### src/rtl/alu_seq_pkg.sv
// Shared types and widths for the ALU operand-entry stage.
// Contents: operand/function widths matching the ALU, and the entry-sequence
// state type whose encoding is shown directly on the stage LEDs.
package alu_seq_pkg;

    localparam int DATA_W = 4;
    localparam int FUNC_W = 3;

    typedef enum logic [1:0] {
        S_A   = 2'd0,
        S_B   = 2'd1,
        S_F   = 2'd2,
        S_RUN = 2'd3
    } seq_state_t;

endpackage

### src/rtl/btn_debounce.sv
// Push-button conditioner: 2-flop synchroniser, stability counter and debounced level.
// Ports: clk, rst_n, btn_raw in; level (debounced) and rise_pulse (one cycle after a 0->1) out.
// Latency: level changes DEBOUNCE_CYCLES+1 edges after the raw input is first sampled stable.
module btn_debounce #(
    parameter int DEBOUNCE_CYCLES = 16
) (
    input  logic clk,
    input  logic rst_n,
    input  logic btn_raw,
    output logic level,
    output logic rise_pulse
);

    localparam int CNT_W = $clog2(DEBOUNCE_CYCLES + 1);
    localparam logic [CNT_W-1:0] CNT_LAST = CNT_W'(DEBOUNCE_CYCLES - 1);

    logic             sync1_q;
    logic             sync2_q;
    logic             level_q;
    logic             level_d;
    logic             rise_q;
    logic             rise_d;
    logic [CNT_W-1:0] cnt_q;
    logic [CNT_W-1:0] cnt_d;

    // The counter only runs while the synchronised input disagrees with the
    // debounced level; it toggles the level instead of reaching DEBOUNCE_CYCLES,
    // so it can never wrap.
    always_comb begin
        cnt_d   = '0;
        level_d = level_q;
        rise_d  = 1'b0;
        if (sync2_q != level_q) begin
            if (cnt_q == CNT_LAST) begin
                level_d = ~level_q;
                rise_d  = ~level_q;
            end else begin
                cnt_d = cnt_q + 1'b1;
            end
        end
    end

    always_ff @(posedge clk or negedge rst_n) begin
        if (!rst_n) begin
            sync1_q <= 1'b0;
            sync2_q <= 1'b0;
            level_q <= 1'b0;
            rise_q  <= 1'b0;
            cnt_q   <= '0;
        end else begin
            sync1_q <= btn_raw;
            sync2_q <= sync1_q;
            level_q <= level_d;
            rise_q  <= rise_d;
            cnt_q   <= cnt_d;
        end
    end

    assign level      = level_q;
    assign rise_pulse = rise_q;

endmodule

### src/rtl/alu_operand_sequencer.sv
// Operand-entry sequencer: each debounced "next" press captures A, then B, then func, then re-arms.
// Ports: clk, rst_n, raw switches/buttons in; registered a, b, func, op_valid, op_start, stage out.
// Latency: a press commits 2+DEBOUNCE_CYCLES edges after btn_next is first sampled high; clear wins.
module alu_operand_sequencer #(
    parameter int DATA_W          = alu_seq_pkg::DATA_W,
    parameter int FUNC_W          = alu_seq_pkg::FUNC_W,
    parameter int DEBOUNCE_CYCLES = 16
) (
    input  logic              clk,
    input  logic              rst_n,
    input  logic [DATA_W-1:0] sw_data,
    input  logic [FUNC_W-1:0] sw_func,
    input  logic              btn_next,
    input  logic              btn_clr,
    output logic [DATA_W-1:0] a,
    output logic [DATA_W-1:0] b,
    output logic [FUNC_W-1:0] func,
    output logic              op_valid,
    output logic              op_start,
    output logic [1:0]        stage
);

    import alu_seq_pkg::*;

    logic              press;
    logic              next_level_unused;
    logic              clr_s1_q;
    logic              clr_s2_q;
    seq_state_t        state_q;
    seq_state_t        state_d;
    logic [DATA_W-1:0] a_q;
    logic [DATA_W-1:0] a_d;
    logic [DATA_W-1:0] b_q;
    logic [DATA_W-1:0] b_d;
    logic [FUNC_W-1:0] func_q;
    logic [FUNC_W-1:0] func_d;
    logic              op_valid_q;
    logic              op_valid_d;
    logic              op_start_q;
    logic              op_start_d;

    btn_debounce #(
        .DEBOUNCE_CYCLES(DEBOUNCE_CYCLES)
    ) u_next_db (
        .clk        (clk),
        .rst_n      (rst_n),
        .btn_raw    (btn_next),
        .level      (next_level_unused),
        .rise_pulse (press)
    );

    // Clear only needs metastability protection; it acts level-wise every cycle.
    always_ff @(posedge clk or negedge rst_n) begin
        if (!rst_n) begin
            clr_s1_q <= 1'b0;
            clr_s2_q <= 1'b0;
        end else begin
            clr_s1_q <= btn_clr;
            clr_s2_q <= clr_s1_q;
        end
    end

    // A press coinciding with clear is dropped, not queued.
    always_comb begin
        state_d    = state_q;
        a_d        = a_q;
        b_d        = b_q;
        func_d     = func_q;
        op_start_d = 1'b0;
        if (clr_s2_q) begin
            state_d = S_A;
            a_d     = '0;
            b_d     = '0;
            func_d  = '0;
        end else if (press) begin
            unique case (state_q)
                S_A: begin
                    a_d     = sw_data;
                    state_d = S_B;
                end
                S_B: begin
                    b_d     = sw_data;
                    state_d = S_F;
                end
                S_F: begin
                    func_d     = sw_func;
                    state_d    = S_RUN;
                    op_start_d = 1'b1;
                end
                S_RUN: begin
                    state_d = S_A;
                end
                default: begin
                    state_d = S_A;
                end
            endcase
        end
        // Registered from the next state so it rises together with op_start.
        op_valid_d = (state_d == S_RUN);
    end

    always_ff @(posedge clk or negedge rst_n) begin
        if (!rst_n) begin
            state_q    <= S_A;
            a_q        <= '0;
            b_q        <= '0;
            func_q     <= '0;
            op_valid_q <= 1'b0;
            op_start_q <= 1'b0;
        end else begin
            state_q    <= state_d;
            a_q        <= a_d;
            b_q        <= b_d;
            func_q     <= func_d;
            op_valid_q <= op_valid_d;
            op_start_q <= op_start_d;
        end
    end

    assign a        = a_q;
    assign b        = b_q;
    assign func     = func_q;
    assign op_valid = op_valid_q;
    assign op_start = op_start_q;
    assign stage    = state_q;

endmodule

### config.mk
export PLATFORM = sky130hd
export DESIGN_NAME = alu_operand_sequencer
export DESIGN_NICKNAME = d
export VERILOG_FILES = /design/src/rtl/alu_seq_pkg.sv /design/src/rtl/btn_debounce.sv /design/src/rtl/alu_operand_sequencer.sv
export SDC_FILE = /design/constraint.sdc
export NUM_CORES = 1
export LEC_CHECK = 0
export ABC_AREA = 1
export BUFFER_PORTS_ARGS = -buffer_cell sky130_fd_sc_hd__buf_2
export CAP_MARGIN = 20
export CORE_MARGIN = 4
export CORE_UTILIZATION = 40
export DETAILED_ROUTE_END_ITERATION = 10
export PLACE_DENSITY_LB_ADDON = 0.25
export SLEW_MARGIN = 20
export SYNTH_ARGS = -nofsm -noshare
export SYNTH_HDL_FRONTEND = slang
export SYNTH_SLANG_ARGS = --single-unit
### constraint.sdc
create_clock -name clk -period 2.5 [get_ports clk]
set_input_delay 0.125 -clock clk [delete_from_list [all_inputs] [get_ports clk]]
set_output_delay 0.125 -clock clk [all_outputs]
set_load 0.05 [all_outputs]
==> results.sh, run 1 <==
export IMPL_clock_fmax_ghz=0.845
export IMPL_die_y_um=59.9
export IMPL_place_congestion=0.825
export IMPL_synth_edff_count=0
export IMPL_track_usage=0.122
export IMPL_rrSetupSlack_ps=1320
export IMPL_post_cts_buffers=0
export IMPL_period_share=0.474
export IMPL_synth_most_common_cell="nand2_1"
export IMPL_synthTopCellsByCount="37 x nand2_1, 26 x dfrtp_1, 15 x nor2_1"
export IMPL_vias_per_cell=4.55
export IMPL_row_count=18
export IMPL_wl_per_cell_um=10.2
export IMPL_num_io_pins=26
export IMPL_yosysWarnings=0
export IMPL_drive_above_1_share=0.233
export IMPL_drv_slew=0
export IMPL_synthCells=119
export IMPL_cpPeakStageDelay_ps=410
export IMPL_syn_nets=134
export IMPL_ys_types=13
export IMPL_status="complete, no violations"
export IMPL_yosysTopAreaCell="dfrtp_1"
export IMPL_die_w_um=59.9
export IMPL_maxSlewHeadroom=0.627
export IMPL_startpoint_type="register"
export IMPL_clock_path_buffers=2
export IMPL_vias=819
export IMPL_end_kind="register"
export IMPL_cts_tree="built"
export IMPL_path_common_cell="nor2_1"
export IMPL_whs_ps=13.5
export IMPL_die_area_um2=3590
export IMPL_grt_max_degree=27
export IMPL_drtAntennaViolNets=0
export IMPL_antenna_found_initial=0
export IMPL_dp_hpwl_um=1440
export IMPL_max_cap_violations=0
export IMPL_wl_um=1840
export IMPL_setup_viol=0
export IMPL_fin_skew_ps=3.94
export IMPL_vdd_drop_max_mv=0.302
export IMPL_setup_tns_ps=0
export IMPL_cts_resized=0
export IMPL_hold_class="in -> reg"
export IMPL_core_area_um2=2520
export IMPL_area_growth_pct=20.2
export IMPL_ys_seq_area_frac=0.603
export IMPL_cts_buffers=3
export IMPL_cts_root_buf="clkbuf_4"
export IMPL_finalCriticalPeriod_ps=1180
export IMPL_synth_area_leaders="dfrtp_1 60%, nand2_1 13%, nor2_1 5.2%"
export IMPL_worstPathMaxFanout=4
export IMPL_crit_buf_inv=1
export IMPL_dr_first_iter_drc_count=25
export IMPL_rsz0062_at_grt="no"
export IMPL_holdBufCountCts=4
export IMPL_antenna_diode_count=0
export IMPL_power_density_nw_per_um2=490
export IMPL_crit_required_ps=2700
export IMPL_post_route_util=0.514
export IMPL_cp_data_arrival_time_ps=1390
export IMPL_grt_overflow_total=0
export IMPL_final_hold_violation_count=0
export IMPL_synth_main_ff_cell="dfrtp_1"
export IMPL_initial_utilization=0.428
export IMPL_cellLeakagePower_nw=0.774
export IMPL_drt_first_pass_iters=4
export IMPL_grt_pass1_wl_um=3340
export IMPL_worstMarginPinSlew_ps=559
export IMPL_grt_pass1_vias=831
export IMPL_avgSynthCellArea_um2=9.06
export IMPL_syn_area_um2=1080
export IMPL_crit_slowest_cell="dfrtp_1"
export IMPL_port_buffers=25
export IMPL_cp_cell_sequence="inv_1 > ha_1 > nor2_1 > nor2_1 > nand2_1 > nor2_1"
export IMPL_h_tree_depth=1
export IMPL_nets=167
export IMPL_cp_top_family="flip-flops"
export IMPL_async_flop_share=1.00
export IMPL_drc_errors=0
export IMPL_ys_seq_elements=26
export IMPL_yosys_area_top_type_share=0.603
export IMPL_worstSetupPathType="reg -> reg"
export IMPL_clkLatencyLatePin_ps=300
export IMPL_clkTransAtPathRegs_ps=130
export IMPL_cts_sinks=26
==> logic make-up after synthesis <==
logic type / after synthesis / synth area share
compound gates: 1 / 0.00464
xor+xnor: 2 / 0.0162
fa+ha+maj: 4 / 0.0464
buf+inv: 19 / 0.0696
flops: 26 / 0.603
simple gates: 67 / 0.260
==> layer usage <==
layer / share of wire / global-route usage / wire length, µm
met5: 0 / 0 / 0
met2: 0.49 / 0.213 / 903
met4: 0.0082 / 0.0475 / 15
met1: 0.45 / 0.146 / 823
met3: 0.053 / 0.0259 / 98
==> metrics by stage <==
step | setup WS, ps | cell area (µm²) | power, mW | cells
5_1_grt | 1200 | 1300 | 0.674 | 180
6_report | 1320 | 1300 | 0.635 | 180
2_1_floorplan | 1070 | 1080 | 0.457 | 119
3_5_place_dp | 1320 | 1230 | 0.476 | 173
4_1_cts | 1310 | 1300 | 0.649 | 180
3_3_place_gp | 1400 | 1230 | 0.475 | 173
==> power by group <==
group | internal (mW) | switching (mW)
logic | 0.0160 | 0.0208
clock network | 0.0561 | 0.108
registers | 0.428 | 0.00679
==> area by class of cell <==
cell class              count  area, µm²
multi-input cells          74        353
fillers                   239       1230
well taps                  30       37.5
flip-flops and latches     26        651
clock buffers               3       22.5
inverters                  18       67.6
repair buffers             29        165
==> flip-flops by register name, summed over array words and instances (netlist names), 2 cells and up <==
register and flops:
a 4, b 4, func 3, stage 2, u_next_db.cnt_q 5
==> worst paths after layout <==
path                       startpoint                 end  cells past startpoint
min in group asynchronous       rst_n                a[2]                      2
max                          stage[0]            op_valid                      6
min                        sw_func[0]             func[0]                      3
min reg2reg                  clr_s1_q            clr_s2_q                      0
max in group asynchronous       rst_n  u_next_db.cnt_q[1]                      2
max reg2reg                  stage[0]            op_valid                      6
==> cells in the final DEF, fill, tap and decap left out <==
cell           synthesis  layout
xnor2_1                2       2
nand3_2                1       1
nand3_1               10      10
dfrtp_1               26      26
ha_1                   4       4
nand2_2                2       2
nand2_1               37      37
nor2_1                15      15
nand4_1                2       2
buf_2                  0      25
inv_1                 14      14
a21oi_1                1       1
clkbuf_4               0       3
inv_2                  4       4
dlygate4sd3_1          0       4
==> worst register-to-register path, delay by kind of cell (launching register included) <==
kind                       cells  cell delay [ps]
adders and majority gates      1              300
buffers and inverters          1               80
DFF                            1              410
and+or+nand+nor                4              280
No activity file was read; power rests on OpenSTA's default activity.
==> run 2: changes to the inputs <==
==> constraint.sdc (replaced) <==
create_clock -name clk -period 1.05 [get_ports clk]
set_input_delay 0.0525 -clock clk [delete_from_list [all_inputs] [get_ports clk]]
set_output_delay 0.0525 -clock clk [all_outputs]
set_load 0.05 [all_outputs]
==> run 2 against run 1 <==
Net effect: the flow now finishes with violations (negative setup slack); fmax grew 5.7%; combinational power grew to 3.2 times the previous value; hold slack gained 23 ps; non-clock buffer count grew 9; critical endpoint unchanged; largest cell class unchanged.
==> results.sh, run 2 (synthesized netlist as in run 1, its figures left out) <==
export IMPL_status="finished, violations left"
export IMPL_violations="negative setup slack"
export IMPL_maxSlewHeadroom=0.788
export IMPL_cellLeakagePower_nw=0.823
export IMPL_regArea_um2=654
export IMPL_multiInputGateArea_um2=404
export IMPL_dp_cells=177
export IMPL_grt_max_degree=27
export IMPL_fin_skew_ps=10.3
export IMPL_drv_slew=0
export IMPL_track_usage=0.128
export IMPL_vdd_drop_max_mv=0.715
export IMPL_layout_commonest_cell="nand2_1"
export IMPL_use_met1=0.160
export IMPL_top_register="u_next_db.cnt_q"
export IMPL_dr_first_iter_drc_count=12
export IMPL_grt_overflow_total=0
export IMPL_largest_reg_flops=5
export IMPL_crit_buf_inv=1
export IMPL_max_cap_violations=0
export IMPL_worstPathMaxFanout=3
export IMPL_drtAntennaViolNets=0
export IMPL_clock_path_buffers=2
export IMPL_die_area_um2=3590
export IMPL_h_tree_depth=1
export IMPL_instances_no_fill=189
export IMPL_grt_busiest_layer="met2"
export IMPL_cp_data_arrival_time_ps=1360
export IMPL_nets=176
export IMPL_setup_slack_ps=-69.7
export IMPL_startpoint_type="register"
export IMPL_setup_tns_ps=-361
export IMPL_antenna_diode_count=0
export IMPL_vias=841
export IMPL_wl_per_cell_um=11.1
export IMPL_power_mw=1.55
export IMPL_drive_above_1_share=0.346
export IMPL_wl_um=2110
export IMPL_cts_root_buf="clkbuf_4"
export IMPL_initial_utilization=0.428
export IMPL_rsz0062_at_grt="yes"
export IMPL_hold_class="in -> reg"
export IMPL_worstMarginPinSlew_ps=318
export IMPL_clock_fmax_ghz=0.893
export IMPL_port_buffers=25
export IMPL_cts_sinks=26
export IMPL_die_y_um=59.9
export IMPL_area_growth_pct=33.6
export IMPL_vias_per_cell=4.45
export IMPL_clkTransAtPathRegs_ps=140
export IMPL_core_area_um2=2520
export IMPL_grt_util_met2=0.216
export IMPL_worstSetupPathType="reg -> reg"
export IMPL_cts_tree="built"
export IMPL_setup_viol=9
export IMPL_period_share=1.07
export IMPL_power_density_nw_per_um2=1080
export IMPL_met3_usage=0.0216
export IMPL_cp_top_family="flip-flops"
export IMPL_die_w_um=59.9
export IMPL_num_io_pins=26
export IMPL_crit_slowest_cell="dfrtp_2"
export IMPL_row_count=18
export IMPL_cpPeakStageDelay_ps=420
export IMPL_antenna_found_initial=0
export IMPL_fillers=218
export IMPL_dp_hpwl_um=1460
export IMPL_path_common_cell="nor2_1"
export IMPL_final_hold_violation_count=0
export IMPL_grt_pass1_wl_um=3510
export IMPL_end_kind="register"
export IMPL_layout_common_cells="35 x nand2_1, 23 x dfrtp_1, 19 x buf_2, 14 x nor2_1, 12 x inv_1"
export IMPL_drt_first_pass_iters=4
export IMPL_cp_cell_sequence="inv_2 > ha_4 > nor2_4 > nor2_1 > nand2_1 > nor2_1"
export IMPL_place_congestion=0.830
export IMPL_clkLatencyLatePin_ps=310
export IMPL_crit_required_ps=1290
export IMPL_cts_buffers=3
export IMPL_drc_errors=0
export IMPL_finalCriticalPeriod_ps=1120
export IMPL_grt_pass1_vias=842
## run 2: changes by cell type in the layout (fill, tap and decap cells not counted), moves of 2 or more
cell	before	now
buf_2	25	19
buf_4	0	8
clkbuf_4	3	8
dfrtp_1	26	23
dfrtp_2	0	3
dlygate4sd3_1	4	6
ha_1	4	0
ha_2	0	2
ha_4	0	2
inv_1	14	12
nand2_1	37	35
## run 2: final cells by class
| class | count | share of cell area |
|---|---|---|
| clock buffer | 3 | 0.0156 |
| inverter | 18 | 0.0486 |
| multi-input combinational | 74 | 0.280 |
| sequential | 26 | 0.454 |
| tap | 30 | 0.0260 |
| timing repair buffer | 38 | 0.175 |
## run 2: worst reg2reg max path, stage by stage, from the launching register on
cell     delay (ps)
dfrtp_2         420
inv_2            60
ha_4            270
nor2_4           30
nor2_1           80
nand2_1          80
nor2_1          110
## run 2: layer usage
| layer | share of wire | wire length [µm] |
|---|---|---|
| met4 | 0.0086 | 18 |
| met5 | 0 | 0 |
| met1 | 0.47 | 979 |
| met2 | 0.49 | 1030 |
| met3 | 0.038 | 79 |
## run 2: path summary, 6_finish.rpt
check | end | cells after the start | slack, ps | from
worst min register to register | u_next_db.sync2_q | 0 | 370 | u_next_db.sync1_q
max in group asynchronous | u_next_db.rise_pulse | 3 | 550 | rst_n
worst max register to register | op_valid | 6 | -70 | stage[1]
worst min-delay path | b[3] | 5 | 40 | sw_data[3]
worst max-delay path | op_valid | 6 | -70 | stage[1]
min in group asynchronous | a[3] | 3 | 230 | rst_n
## run 2: metrics by stage
stage / instance area [µm²] / utilization / hold slack [ps] / setup slack (ps)
floorplan: 1080 / - / -243 / -156
global placement: 1270 / 0.503 / 56.6 / -23.0
detailed placement: 1270 / 0.503 / 60.9 / -82.9
CTS: 1410 / 0.557 / 23.3 / -72.5
global route: 1440 / 0.571 / 41.6 / -135
finish: 1440 / 0.571 / 36.5 / -69.7
## run 2: repair_timing
action,CTS,global route
pin swaps,6,6
setup endpoints to repair,11,23
hold buffers,6,0
setup buffers,2,1
hold endpoints to repair,31,0
resized for setup,8,11
## run 2: report_power, final
part	internal, mW	switching (mW)	leakage [nW]
combinational	0.0571	0.0597	0.463
clock	0.134	0.272	0.0138
sequential	1.02	0.0137	0.347
==> run 3: changes to the inputs <==
--- a/config.mk
+++ b/config.mk
@@ -5,9 +5,9 @@
 export SDC_FILE = /design/constraint.sdc
 export NUM_CORES = 1
 export LEC_CHECK = 0
-export ABC_AREA = 1
 export BUFFER_PORTS_ARGS = -buffer_cell sky130_fd_sc_hd__buf_2
 export CAP_MARGIN = 20
+export CORE_ASPECT_RATIO = 1.5
 export CORE_MARGIN = 4
 export CORE_UTILIZATION = 40
 export DETAILED_ROUTE_END_ITERATION = 10
==> run 3 against run 2 <==
Net effect: the run still ends with negative setup slack left; critical endpoint is now u_next_db.level; non-clock buffer count rose by 11; critical path depth fell by 2; utilization increased by 13 points; first-iteration DRC count down 8.3%; largest cell class unchanged; sequential cell count unchanged.
==> results.sh, run 3 <==
export IMPL_grt_pass1_vias=854
export IMPL_crit_slowest_cell="dfrtp_1"
export IMPL_die_area_um2=3520
export IMPL_cp_top_family="flip-flops"
export IMPL_synth_fa_ha_area_frac=0.0477
export IMPL_period_share=1.13
export IMPL_clock_path_buffers=2
export IMPL_drt_first_pass_iters=4
export IMPL_power_density_nw_per_um2=1080
export IMPL_syn_area_um2=1050
export IMPL_area_growth_pct=64.9
export IMPL_cts_root_buf="clkbuf_4"
export IMPL_synth_top_family_by_area="simple AND/OR/NAND/NOR gates"
export IMPL_port_buffers=25
export IMPL_rsz0062_at_grt="yes"
export IMPL_crit_buf_inv=0
export IMPL_avgSynthCellArea_um2=11.3
export IMPL_synthTopCellsByCount="26 x dfrtp_1, 16 x nand2_1, 11 x a21oi_1, 11 x nand3_1, 5 x nor2_1"
export IMPL_grt_max_degree=27
export IMPL_finalCriticalPeriod_ps=1190
export IMPL_dp_hpwl_um=1510
export IMPL_vias_per_cell=5.20
export IMPL_drv_slew=0
export IMPL_top_register="u_next_db.cnt_q"
export IMPL_synth_simple_area_share=0.185
export IMPL_synth_compound_area_frac=0.0716
export IMPL_vias=869
export IMPL_h_tree_depth=1
export IMPL_setup_slack_ps=-139
export IMPL_end_kind="register"
export IMPL_yosys_area_top_type_share=0.621
export IMPL_grt_pass1_wl_um=3680
export IMPL_synth_xor_area_frac=0.0251
export IMPL_yosysWarnings=0
export IMPL_antenna_found_initial=0
export IMPL_worstSetupPathType="reg -> reg"
export IMPL_clkLatencyLatePin_ps=310
export IMPL_die_y_um=70.7
export IMPL_worstPathMaxFanout=3
export IMPL_drc_errors=0
export IMPL_wl_per_cell_um=15.1
export IMPL_layout_common_cells="23 x dfrtp_1, 19 x buf_4, 13 x buf_2, 10 x dlygate4sd3_1"
export IMPL_setup_viol=17
export IMPL_cp_cell_sequence="ha_4 > nand3_4 > nor2_4 > mux2_4"
export IMPL_fillers=165
export IMPL_synth_area_leaders="dfrtp_1 62%, nand2_1 5.7%, a21oi_1 5.3%"
export IMPL_max_cap_violations=0
export IMPL_final_hold_violation_count=0
export IMPL_hold_class="in -> async"
export IMPL_num_io_pins=26
export IMPL_cts_tree="built"
export IMPL_maxSlewHeadroom=0.614
export IMPL_yosysTopAreaCell="dfrtp_1"
export IMPL_async_flop_share=1.00
export IMPL_synth_mux_area_frac=0.0203
export IMPL_drtAntennaViolNets=0
export IMPL_dr_first_iter_drc_count=11
export IMPL_violations="negative setup slack"
export IMPL_cts_buffers=3
export IMPL_cpPeakStageDelay_ps=420
export IMPL_wl_um=2520
export IMPL_row_count=22
export IMPL_grt_overflow_total=0
export IMPL_synthCells=93
export IMPL_clkTransAtPathRegs_ps=140
export IMPL_vdd_drop_max_mv=1.01
export IMPL_synth_edff_count=0
export IMPL_ys_seq_area_frac=0.621
export IMPL_drive_above_1_share=0.650
export IMPL_nets=159
export IMPL_largest_reg_flops=5
export IMPL_initial_utilization=0.423
export IMPL_post_route_util=0.698
export IMPL_place_congestion=0.715
export IMPL_antenna_diode_count=0
export IMPL_status="finished, violations left"
export IMPL_synth_most_common_cell="dfrtp_1"
export IMPL_ys_types=20
export IMPL_cts_sinks=26
export IMPL_worstMarginPinSlew_ps=580
export IMPL_layout_commonest_cell="dfrtp_1"
export IMPL_power_mw=1.86
export IMPL_cp_data_arrival_time_ps=1410
export IMPL_startpoint_type="register"
export IMPL_ys_seq_elements=26
export IMPL_crit_required_ps=1270
export IMPL_die_w_um=49.8
export IMPL_track_usage=0.138
export IMPL_clock_fmax_ghz=0.841
export IMPL_synth_main_ff_cell="dfrtp_1"
export IMPL_core_area_um2=2480
export IMPL_syn_nets=108
export IMPL_fin_skew_ps=1.17
export IMPL_cellLeakagePower_nw=0.753
[run 3: cell count changes after synthesis, sizes merged, moves of 9 or more]
| cell | delta |
|---|---|
| a21oi | +10 |
| inv | -15 |
| nand2 | -23 |
| nor2 | -9 |
[run 3: path summary, 6_finish.rpt]
kind | to | depth (start not counted) | from | slack, ps
min reg2reg | clr_s2_q | 0 | clr_s1_q | 360
min | a[1] | 2 | rst_n | 260
min in group clk | clr_s2_q | 0 | clr_s1_q | 360
max in group asynchronous | u_next_db.rise_pulse | 2 | rst_n | 380
max | u_next_db.level | 4 | u_next_db.cnt_q[0] | -140
max reg2reg | u_next_db.level | 4 | u_next_db.cnt_q[0] | -140
[run 3: report_power, final]
group	leakage, nW	internal [mW]	total [mW]	switching [mW]
registers	0.347	1.02	1.04	0.0173
clock network	0.0279	0.386	0.672	0.286
logic	0.379	0.0862	0.157	0.0707
total	0.753	1.49	1.86	0.374
[run 3: per-layer routing]
layer  track usage  routed length [µm]  up-vias
li1              -                   -      413
met1         0.140                 905      425
met2         0.250                1460       23
met3        0.0295                  81        8
met4        0.0831                  71        0
met5             0                   0        -
[run 3: final cells by class]
type,instances,area (µm²),area share
clock buffers,3,22.5,0.0130
flip-flops and latches,26,654,0.378
inverters,3,16.3,0.00941
clock inverters,1,30.0,0.0174
repair buffers,49,384,0.222
well taps,24,30.0,0.0174
multi-input cells,61,592,0.342
[run 3: repair_timing]
| item | in CTS | in global routing |
|---|---|---|
| endpoints found under the setup margin | 16 | 31 |
| hold buffers | 9 | 1 |
| setup buffers | 3 | 2 |
| pin swaps | 2 | 29 |
| gates resized for setup | 14 | 52 |
| endpoints found under the hold margin | 37 | 2 |
[run 3: worst reg2reg max path: stages, from the launching register on]
cell     delay [ps]
dfrtp_1         420
ha_4            180
nand3_4          90
nor2_4          110
mux2_4          300
[run 3: cell families (layout without fill, tap and decap cells)]
group | count (synthesis) | after routing
flip-flops | 26 | 26
AND/OR/NAND/NOR | 38 | 38
XOR/XNOR | 3 | 3
AO/OA/AOI/OAI | 14 | 14
adder cells (fa/ha/maj) | 4 | 4
multiplexers | 2 | 2
buffers and inverters | 6 | 56
[run 3: per-stage QoR]
step | setup slack (ps) | area, µm² | hold slack (ps) | TNS [ps] | std cells
4_1_cts | -128 | 1550 | 1.82 | -494 | 165
5_1_grt | -190 | 1730 | 282 | -1540 | 167
2_1_floorplan | -145 | 1090 | -243 | -1560 | 93
3_3_place_gp | -115 | 1320 | 75.7 | -172 | 149
6_report | -139 | 1730 | 257 | -639 | 167
3_5_place_dp | -154 | 1320 | 82.4 | -507 | 149
